===== config.mk =====
export PLATFORM = sky130hd
export DESIGN_NAME = network_tx_interface
export DESIGN_NICKNAME = d
export VERILOG_FILES = /design/src/rtl/network_tx_interface_pkg.sv /design/src/rtl/network_tx_interface_flit_fifo.sv /design/src/rtl/network_tx_interface.sv
export SDC_FILE = /design/constraint.sdc
export NUM_CORES = 2
export LEC_CHECK = 0
export CAP_MARGIN = 20
export CORE_MARGIN = 2
export CORE_UTILIZATION = 65
export DETAILED_ROUTE_END_ITERATION = 8
export PLACE_DENSITY_LB_ADDON = 0.1
export REMOVE_ABC_BUFFERS = 1
export SLEW_MARGIN = 10
export SYNTH_ARGS = -nofsm -noshare
export SYNTH_HDL_FRONTEND = slang
export SYNTH_SLANG_ARGS = --single-unit

===== constraint.sdc =====
create_clock -name clk -period 6 [get_ports clk]
set_input_delay 0.6 -clock clk [delete_from_list [all_inputs] [get_ports clk]]
set_output_delay 0.6 -clock clk [all_outputs]
set_load 0.02 [all_outputs]

===== src/rtl/network_tx_interface_pkg.sv =====
// -----------------------------------------------------------------------------
// network_tx_interface_pkg
// Shared types for the NIC transmit path: flit type encoding, FIFO fill state,
// transmit FSM states and the location of the flit type field.
// Types are shared by network_tx_interface and network_tx_interface_flit_fifo.
// -----------------------------------------------------------------------------
package network_tx_interface_pkg;

  // Flit type carried in the two most significant bits of every flit.
  typedef enum logic [1:0] {
    FLIT_HEAD   = 2'b00,
    FLIT_BODY   = 2'b01,
    FLIT_TAIL   = 2'b10,
    FLIT_SINGLE = 2'b11
  } flit_type_t;

  typedef enum logic [1:0] {
    EMPTY  = 2'b00,
    VACANT = 2'b01,
    FULL   = 2'b10
  } buffer_state_t;

  typedef enum logic {
    IDLE = 1'b0,
    SEND = 1'b1
  } tx_state_t;

  // The type field occupies [FLIT_WIDTH-1 -: FLIT_TYPE_W].
  localparam int FLIT_TYPE_W = 2;

  // TAIL and SINGLE both close a packet; they share the set MSB.
  function automatic logic is_end_flit(input logic [FLIT_TYPE_W-1:0] ftype);
    return ftype[FLIT_TYPE_W-1];
  endfunction

endpackage


===== src/rtl/network_tx_interface_flit_fifo.sv =====
// -----------------------------------------------------------------------------
// network_tx_interface_flit_fifo
// Circular flit buffer with EMPTY/VACANT/FULL state tracking. Pushes while FULL
// and pops while EMPTY are ignored; a simultaneous push and pop keeps the
// occupancy unchanged. Head of the buffer is presented combinationally.
// Ports:
//   clk   in   clock
//   rst   in   synchronous active-high reset (drops all buffered flits)
//   push  in   write din at the push index
//   pop   in   advance the pop index
//   din   in   WIDTH  flit to store
//   dout  out  WIDTH  flit at the pop index
//   state out  buffer_state_t fill state (registered)
// -----------------------------------------------------------------------------
module network_tx_interface_flit_fifo
  import network_tx_interface_pkg::*;
#(
  parameter int WIDTH      = 32,
  parameter int DEPTH_LOG2 = 6
) (
  input  logic             clk,
  input  logic             rst,
  input  logic             push,
  input  logic             pop,
  input  logic [WIDTH-1:0] din,
  output logic [WIDTH-1:0] dout,
  output buffer_state_t    state
);

  localparam int DEPTH = 1 << DEPTH_LOG2;
  localparam logic [DEPTH_LOG2-1:0] IDX_ONE  = {{(DEPTH_LOG2-1){1'b0}}, 1'b1};
  localparam logic [DEPTH_LOG2-1:0] IDX_ZERO = {DEPTH_LOG2{1'b0}};
  localparam logic [DEPTH_LOG2:0]   OCC_ONE  = {{DEPTH_LOG2{1'b0}}, 1'b1};
  localparam logic [DEPTH_LOG2:0]   OCC_ZERO = {(DEPTH_LOG2+1){1'b0}};
  localparam logic [DEPTH_LOG2:0]   OCC_FULL = {1'b1, {DEPTH_LOG2{1'b0}}};

  logic [WIDTH-1:0]      mem_r [DEPTH];
  logic [DEPTH_LOG2-1:0] push_idx_r;
  logic [DEPTH_LOG2-1:0] pop_idx_r;
  logic [DEPTH_LOG2:0]   occ_r;
  logic [DEPTH_LOG2:0]   occ_next_s;
  buffer_state_t         state_r;
  buffer_state_t         state_next_s;
  logic                  push_ok_s;
  logic                  pop_ok_s;

  assign push_ok_s = push && (state_r != FULL);
  assign pop_ok_s  = pop && (state_r != EMPTY);
  assign dout      = mem_r[pop_idx_r];
  assign state     = state_r;

  // Next occupancy and the fill state it implies.
  always_comb begin
    occ_next_s   = occ_r;
    state_next_s = state_r;
    if (push_ok_s && !pop_ok_s) begin
      occ_next_s = occ_r + OCC_ONE;
    end else if (!push_ok_s && pop_ok_s) begin
      occ_next_s = occ_r - OCC_ONE;
    end else begin
      occ_next_s = occ_r;
    end
    if (occ_next_s == OCC_ZERO) begin
      state_next_s = EMPTY;
    end else if (occ_next_s == OCC_FULL) begin
      state_next_s = FULL;
    end else begin
      state_next_s = VACANT;
    end
  end

  // Index, occupancy and state registers; indices wrap naturally at DEPTH.
  always_ff @(posedge clk) begin
    if (rst) begin
      push_idx_r <= IDX_ZERO;
      pop_idx_r  <= IDX_ZERO;
      occ_r      <= OCC_ZERO;
      state_r    <= EMPTY;
    end else begin
      if (push_ok_s) push_idx_r <= push_idx_r + IDX_ONE;
      if (pop_ok_s)  pop_idx_r  <= pop_idx_r + IDX_ONE;
      occ_r   <= occ_next_s;
      state_r <= state_next_s;
    end
  end

  // Flit storage; contents need no reset because the indices define validity.
  always_ff @(posedge clk) begin
    if (push_ok_s) mem_r[push_idx_r] <= din;
  end

endmodule


===== src/rtl/network_tx_interface.sv =====
// -----------------------------------------------------------------------------
// network_tx_interface
// Host->network transmit side of the NIC. Host flits are buffered in a TX FIFO
// and forwarded store-and-forward: a packet is released to the router only once
// its end flit (TAIL/SINGLE) is buffered. If the FIFO fills with no complete
// packet inside, transmission is forced (cut-through) so an oversize packet
// cannot deadlock the buffer.
// Optional feature macro: NIC_TX_DROP_CNT_EN adds drop_cnt, a saturating count
// of host push requests rejected because the FIFO was full.
// Ports:
//   clk        in   clock
//   rst        in   synchronous active-high reset
//   flit_in    in   FLIT_WIDTH flit from host
//   in_trigger in   host push request (push = in_trigger && nic_ready)
//   nic_ready  out  FIFO can accept a flit
//   flit_out   out  FLIT_WIDTH FIFO head to router
//   valid_out  out  flit_out valid
//   out_ready  in   router accepts (pop = valid_out && out_ready)
//   signal     out  one-cycle pulse after an end flit is popped
//   drop_cnt   out  8-bit rejected push counter (NIC_TX_DROP_CNT_EN only)
// -----------------------------------------------------------------------------
module network_tx_interface
  import network_tx_interface_pkg::*;
#(
  parameter int FLIT_WIDTH = 32,
  parameter int DEPTH_LOG2 = 6
) (
  input  logic                  clk,
  input  logic                  rst,
  input  logic [FLIT_WIDTH-1:0] flit_in,
  input  logic                  in_trigger,
  output logic                  nic_ready,
  output logic [FLIT_WIDTH-1:0] flit_out,
  output logic                  valid_out,
  input  logic                  out_ready,
  output logic                  signal
`ifdef NIC_TX_DROP_CNT_EN
  ,
  output logic [7:0]            drop_cnt
`endif
);

  localparam logic [DEPTH_LOG2:0] CNT_ONE  = {{DEPTH_LOG2{1'b0}}, 1'b1};
  localparam logic [DEPTH_LOG2:0] CNT_ZERO = {(DEPTH_LOG2+1){1'b0}};

  buffer_state_t       fifo_state_s;
  tx_state_t           tx_state_r;
  logic [DEPTH_LOG2:0] pkt_cnt_r;
  logic [DEPTH_LOG2:0] pkt_cnt_next_s;
  logic                push_s;
  logic                pop_s;
  logic                push_end_s;
  logic                pop_end_s;
  logic                forced_s;

  network_tx_interface_flit_fifo #(
    .WIDTH      (FLIT_WIDTH),
    .DEPTH_LOG2 (DEPTH_LOG2)
  ) u_fifo (
    .clk   (clk),
    .rst   (rst),
    .push  (push_s),
    .pop   (pop_s),
    .din   (flit_in),
    .dout  (flit_out),
    .state (fifo_state_s)
  );

  assign nic_ready  = (fifo_state_s != FULL);
  assign valid_out  = (tx_state_r == SEND) && (fifo_state_s != EMPTY);
  assign push_s     = in_trigger && nic_ready;
  assign pop_s      = valid_out && out_ready;
  assign push_end_s = push_s && is_end_flit(flit_in[FLIT_WIDTH-1 -: FLIT_TYPE_W]);
  assign pop_end_s  = pop_s && is_end_flit(flit_out[FLIT_WIDTH-1 -: FLIT_TYPE_W]);
  // Full buffer holding no complete packet: must start sending or deadlock.
  assign forced_s   = (fifo_state_s == FULL) && (pkt_cnt_r == CNT_ZERO);

  // Number of complete packets buffered after this edge.
  always_comb begin
    pkt_cnt_next_s = pkt_cnt_r;
    case ({push_end_s, pop_end_s})
      2'b10:   pkt_cnt_next_s = pkt_cnt_r + CNT_ONE;
      2'b01:   pkt_cnt_next_s = pkt_cnt_r - CNT_ONE;
      default: pkt_cnt_next_s = pkt_cnt_r;
    endcase
  end

  // Transmit FSM with packet counter and end-of-packet pulse.
  always_ff @(posedge clk) begin
    if (rst) begin
      tx_state_r <= IDLE;
      pkt_cnt_r  <= CNT_ZERO;
      signal     <= 1'b0;
    end else begin
      pkt_cnt_r <= pkt_cnt_next_s;
      signal    <= pop_end_s;
      case (tx_state_r)
        IDLE: begin
          if ((pkt_cnt_next_s != CNT_ZERO) || forced_s) tx_state_r <= SEND;
          else                                           tx_state_r <= IDLE;
        end
        SEND: begin
          // Stay in SEND through a forced drain until a closing end flit leaves.
          if (pop_end_s && (pkt_cnt_next_s == CNT_ZERO) && !forced_s) tx_state_r <= IDLE;
          else                                                         tx_state_r <= SEND;
        end
        default: tx_state_r <= IDLE;
      endcase
    end
  end

`ifdef NIC_TX_DROP_CNT_EN
  // Saturating count of push requests refused while the FIFO is full.
  always_ff @(posedge clk) begin
    if (rst) begin
      drop_cnt <= 8'h00;
    end else if (in_trigger && !nic_ready && (drop_cnt != 8'hFF)) begin
      drop_cnt <= drop_cnt + 8'h01;
    end
  end
`endif

endmodule


Word level (Yosys, flattened, before mapping)
Memories as Yosys holds them, arrays and structs flattened. A register that Yosys moved wholly into a read port is not among the register bits. Cells that the tools add are included. Widths: inputs -> output; s select.

Input bits: 36. RAM bits: 2048. Memories kept: 1. Register bits after elaboration: 30.

Memories: u_fifo.mem_r (words 64, bits a word 32, rd ports 1, clocked after Yosys merged registers in 1, wr ports 1, line network_tx_interface_flit_fifo.sv:37) `logic [WIDTH-1:0] mem_r [DEPTH];`.

Bitwise gates (word level): 1. Reductions and logical operators: 22. $add $sub $neg: 6. Equality and inequality tests: 5. Mux-type cells: 11.

Operators with widths (number): $logic_not 7->1 (3); $add 7x1->7 const B (2); $mux 7 (2); $pmux 7 s2 (1); $sub 7x1->7 const B (2); $add 6x1->6 const B (2); $logic_and 1x1->1 (12); $mux 6 (2); $eq 7x7->1 const B (1); $reduce_bool 7->1 (1); $eq 2x2->1 const B (2); $mux 1 (4); $logic_not 1->1 (3); $eq 2x1->1 const B (1); $mux 2 (1); $ne 2x2->1 const B (1); $pmux 1 s2 (1); $reduce_bool 2->1 (1); $reduce_or 2->1 (1); $logic_or 1x1->1 (1); $not 1->1 (1).

Longest topological paths before layout
Depth after elaboration: 11. Gate-level depth with buffers: 17.

Modules after synthesis
A second synthesis with hierarchy kept.

Cells, all modules: 3554. Area total of the unflattened synthesis: 80014.2 um2.

Modules (own cells, without submodules): network_tx_interface_flit_fifo (cells each 3473, sequential area each 62039.5 um2, area each 79328.6 um2, instances 1); network_tx_interface (cells each 81, sequential area each 180.2 um2, area each 685.7 um2, instances 1).

Least setup slack after synthesis
No wires, ideal clock.

Path kind: register to register. From: register with a tool-made name. To: register tx_state_r. Period minus slack after synthesis: 3.711 ns. Arrival time: 3.573 ns. Data required time: 5.862 ns. Stages on the path, launching flop included: 16. Setup time: 0.138 ns. Slack: 2.289 ns. Path through: dfxtp_1 > buf_2 > buf_2 > mux4_2 > a22oi_1 > o41ai_1 > o311ai_2 > nor2_1 > ha_1 > ha_1 > nor2b_1 > o31a_1 > or3_1 > nand3_1 > xnor2_1 > a41oi_1.

RTL lines: end signal, assigned (line network_tx_interface.sv:91) `tx_state_r <= IDLE;`; end signal, assigned (line network_tx_interface.sv:99) `if ((pkt_cnt_next_s != CNT_ZERO) || forced_s) tx_state_r <= SEND;`; end signal, assigned (line network_tx_interface.sv:100) `else tx_state_r <= IDLE;`; end, declared (line network_tx_interface.sv:47) `tx_state_t tx_state_r;`.

==> flow_summary.toml <==
[run_status]
run_status = "completed"

[power_and_ir_drop]
powerDensity_nw_per_um2 = 328
power_frac_clock_pct = 41.1
power.switching_fraction_pct = 20.8
power_leakage_nw = 26.8
seq_power_share_pct = 54.7
comb_power_share_pct = 4.2
totalPowerFinal_mw = 29.4
power.ir.vdd_worst_v = 0.000343
p_int_mw = 23.3
power.switching_mw = 6.12

[sta]
timing_worst_slew_pin_value_ps = 1180
hold_slack_ps = 140
totalNegativeSetupSlack_ps = 0
maximum_clock_rate_mhz = 183
worst_clock_skew_ps = 40.0
finalWorstPathRequiredPeriod_ps = 5480
timing.max_slew.rel_slack_pct = 21.5
timing_hold_violations_final = 0
finalMaxSlewViolations = 0
report.final.setup_viol = 0
rsz_0062_raised_after_global_routing = "false"
timing.final.crit_share_pct = 91.3

[yosys]
synthArstFlopShare_pct = 0
synth_common_cells = "edfxtp_1 (2,048), mux4_2 (661), nor2_1 (98), clkbuf_1 (68), buf_2 (54)"
syn-cell-area_um2 = 79600
count_of_flip_flops_with_a_built_in_enable_after_synthesis = 2048
synth-warning-count = 0
seq_area_frac_synth_pct = 78.2
synth.avg_cell_area_um2 = 24.9
synth_top_cells_by_area = "edfxtp_1 (77%), mux4_2 (19%), dfxtp_1 (0.91%)"
yosysMostFrequentCell = "edfxtp_1"
yosysUniqueCellTypes = 53
syn_inst = 3190
yosys.area.top_type_share_pct = 77.3
synth-main-ff-cell = "edfxtp_1"
ys_ff_latch = 2084
synthDominantAreaCellType = "edfxtp_1"

[finish]
nNetsFinal = 3472
areaGrowthSynthToFinish_pct = 12.6
final_util_pct = 73.7
multi_input_area_um2 = 17000
layout-drive-gt1-share_pct = 32.7
register_area_um2 = 62200
fill_cells = 6450

[setup_path]
worstPathRequired_ps = 5400
crit_path_max_incr_delay_ps = 910
worst_path_most_repeated_cell = "mux4_2"
r2r_slack_ps = 1300
crit_path_start_kind = "register"
critical_path_class = "reg2out"
cp_top_family = "multiplexers"
crit_path_cell_trace = "buf_12 -> mux4_2 -> mux4_2 -> mux4_2 -> clkdlybuf4s50_1"
cp_num_buf_inv = 2
worst_setup_path_end_kind = "output pin"
reg2reg_depth = 13
critical_path_depth = 5
critical_path.reg2reg.endpoint = "tx_state_r$_SDFF_PP0_"
cp_max_fo = 166
cp_data_arrival_time_ps = 4880
crit_slowest_cell = "dfxtp_4"

[global_routing]
grt_antenna_before_repair = 17
grtUsageTotal_pct = 34.4
grt_max_degree = 167
grt_remaining_overflow = 0
grt_first_pass_wirelength_um = 293000
first_global_vias = 38200

[cts]
cts-buffers-inserted = 197
number_of_hold_buffers_added_after_cts = 0
sinks_on_the_clock_net = 2084
cts-resized-gates = 0
ctsHtreeMaxLevel = 4
clock_tree_root = "clkbuf_16"
number_of_setup_buffers_added_after_cts = 0
cts.reportedPaths.clkPinSlew_ps = 70
tritoncts_clock_tree = "yes"
clock_insertion_delay_at_the_later_pin_of_the_skew_report_ps = 840
ctsLongestPathBuffers = 3

[routing]
wl_per_cell_um = 40.4
detailedRoute.firstIterationViolations = 6980
route.vias.total = 38300
drtPass1Iterations = 5
route.detailed.drc = 0
wire_length_after_detailed_routing_um = 211000
routed_via_density = 7.33
ant_nets = 0

[floorplan]
total_i_o_pin_count = 71
core_area_um2 = 122000
core.rowCount = 128
fp.dieArea_um2 = 125000
chipHeight_um = 354
die_w_um = 354
initial_utilization_pct = 65.4

[placed_design]
post-dp-hpwl_um = 109000
port_buffers = 70
gp_congestion = 0.821

[job]
max-cap-violations = 0

[worst_hold_path]
timing.hold.worst_endpoint = "u_fifo.mem_r[60][31]$_DFFE_PP_"
holdCritStartpoint = "flit_in[31]"
worstHoldPathCells = 1
min-delay-path-class = "in2reg"
power groups by stage:
stage / sequential (mW) / clock [mW] / combinational (mW)
final: 16.1 / 12.1 / 1.25
after global routing: 16.1 / 12.7 / 1.32
after CTS: 16.1 / 12.2 / 1.23
after detailed placement: 16.4 / 0 / 1.22
after global placement: 16.4 / 0 / 1.18
after floorplan: 16.5 / 0 / 1.14
sequential cells by signal, summed over array words and instances, names as in the netlist, named ones only:
register           count
tx_state_r             1
u_fifo.pop_idx_r       6
pkt_cnt_r              7
signal                 1
u_fifo.occ_r           7
u_fifo.state           2
u_fifo.push_idx_r      6
u_fifo.mem_r        2048
worst reg2reg max path: stages (launching register included):
cell	delay (ps)
dfxtp_4	910
mux4_2	620
mux2i_1	150
o22ai_1	100
o311ai_2	650
nor2_1	130
ha_1	320
ha_1	390
nor2b_1	180
o31a_1	290
or3_1	380
nand3_1	120
xnor2_1	160
a41oi_1	150
stage by stage:
| step | area (um2) | instances | worst slack, ps |
|---|---|---|---|
| 2_1_floorplan | 78700 | 3024 | -18370 |
| 3_3_place_gp | 83000 | 4837 | 1430 |
| 3_5_place_dp | 83000 | 4839 | 1400 |
| 4_1_cts | 89300 | 5200 | 501 |
| 5_1_grt | 89500 | 5213 | 423 |
| 6_report | 89600 | 5220 | 522 |
metal layers:
layer,wire length [um],global-route usage [%],vias up
met2,103000,53.4,2945
met1,74200,49.1,20500
li1,-,-,14300
met5,27,0,-
met4,8610,13.5,4
met3,25200,7.78,493
placed cells by master (no fill, tap or decap), drive strengths merged, types with 3 or more instances in the layout:
cell type,netlist,final
edfxtp,2048,2048
mux4,661,661
clkbuf,68,245
buf,98,162
nor2,98,98
clkinv,0,95
clkdlybuf4s50,0,40
dfxtp,36,36
nand2,22,22
inv,10,16
mux2i,15,15
nand3,13,13
bufinv,0,13
a21oi,11,11
xnor2,10,10
ha,10,10
diode,0,8
xor2,8,8
nor2b,6,6
nand4,6,6
o21ai,6,6
a211oi,5,5
nor3,5,5
a31oi,4,4
or3,4,4
nor3b,3,3
o21a,3,3
final cells by class:
type	count	area share, %
tap	1625	2.27
antenna	8	0.0224
multi-input combinational	930	18.9
clock inverter	116	1.24
inverter	10	0.0419
timing repair buffer	202	2.24
clock buffer	245	5.75
sequential	2084	69.5
kinds of logic after synthesis:
group,after synthesis,synth area share (%)
flip-flops,2084,78.2
multiplexers,678,18.9
buffers and inverters,176,1.06
AND/OR/NAND/NOR,172,0.966
AO/OA/AOI/OAI,51,0.453
XOR/XNOR,18,0.198
adder cells (fa/ha/maj),11,0.182
worst max path at each step:
stage                   from                     to  slack, ps
global route        register           flit_out[29]        420
detailed placement  register           flit_out[19]       1400
floorplan           register  tx_state_r$_SDFF_PP0_     -18370
CTS                 register           flit_out[19]        500
finish              register           flit_out[19]        520
global placement    register           flit_out[19]       1430
Power figures use the tool's default switching activity.
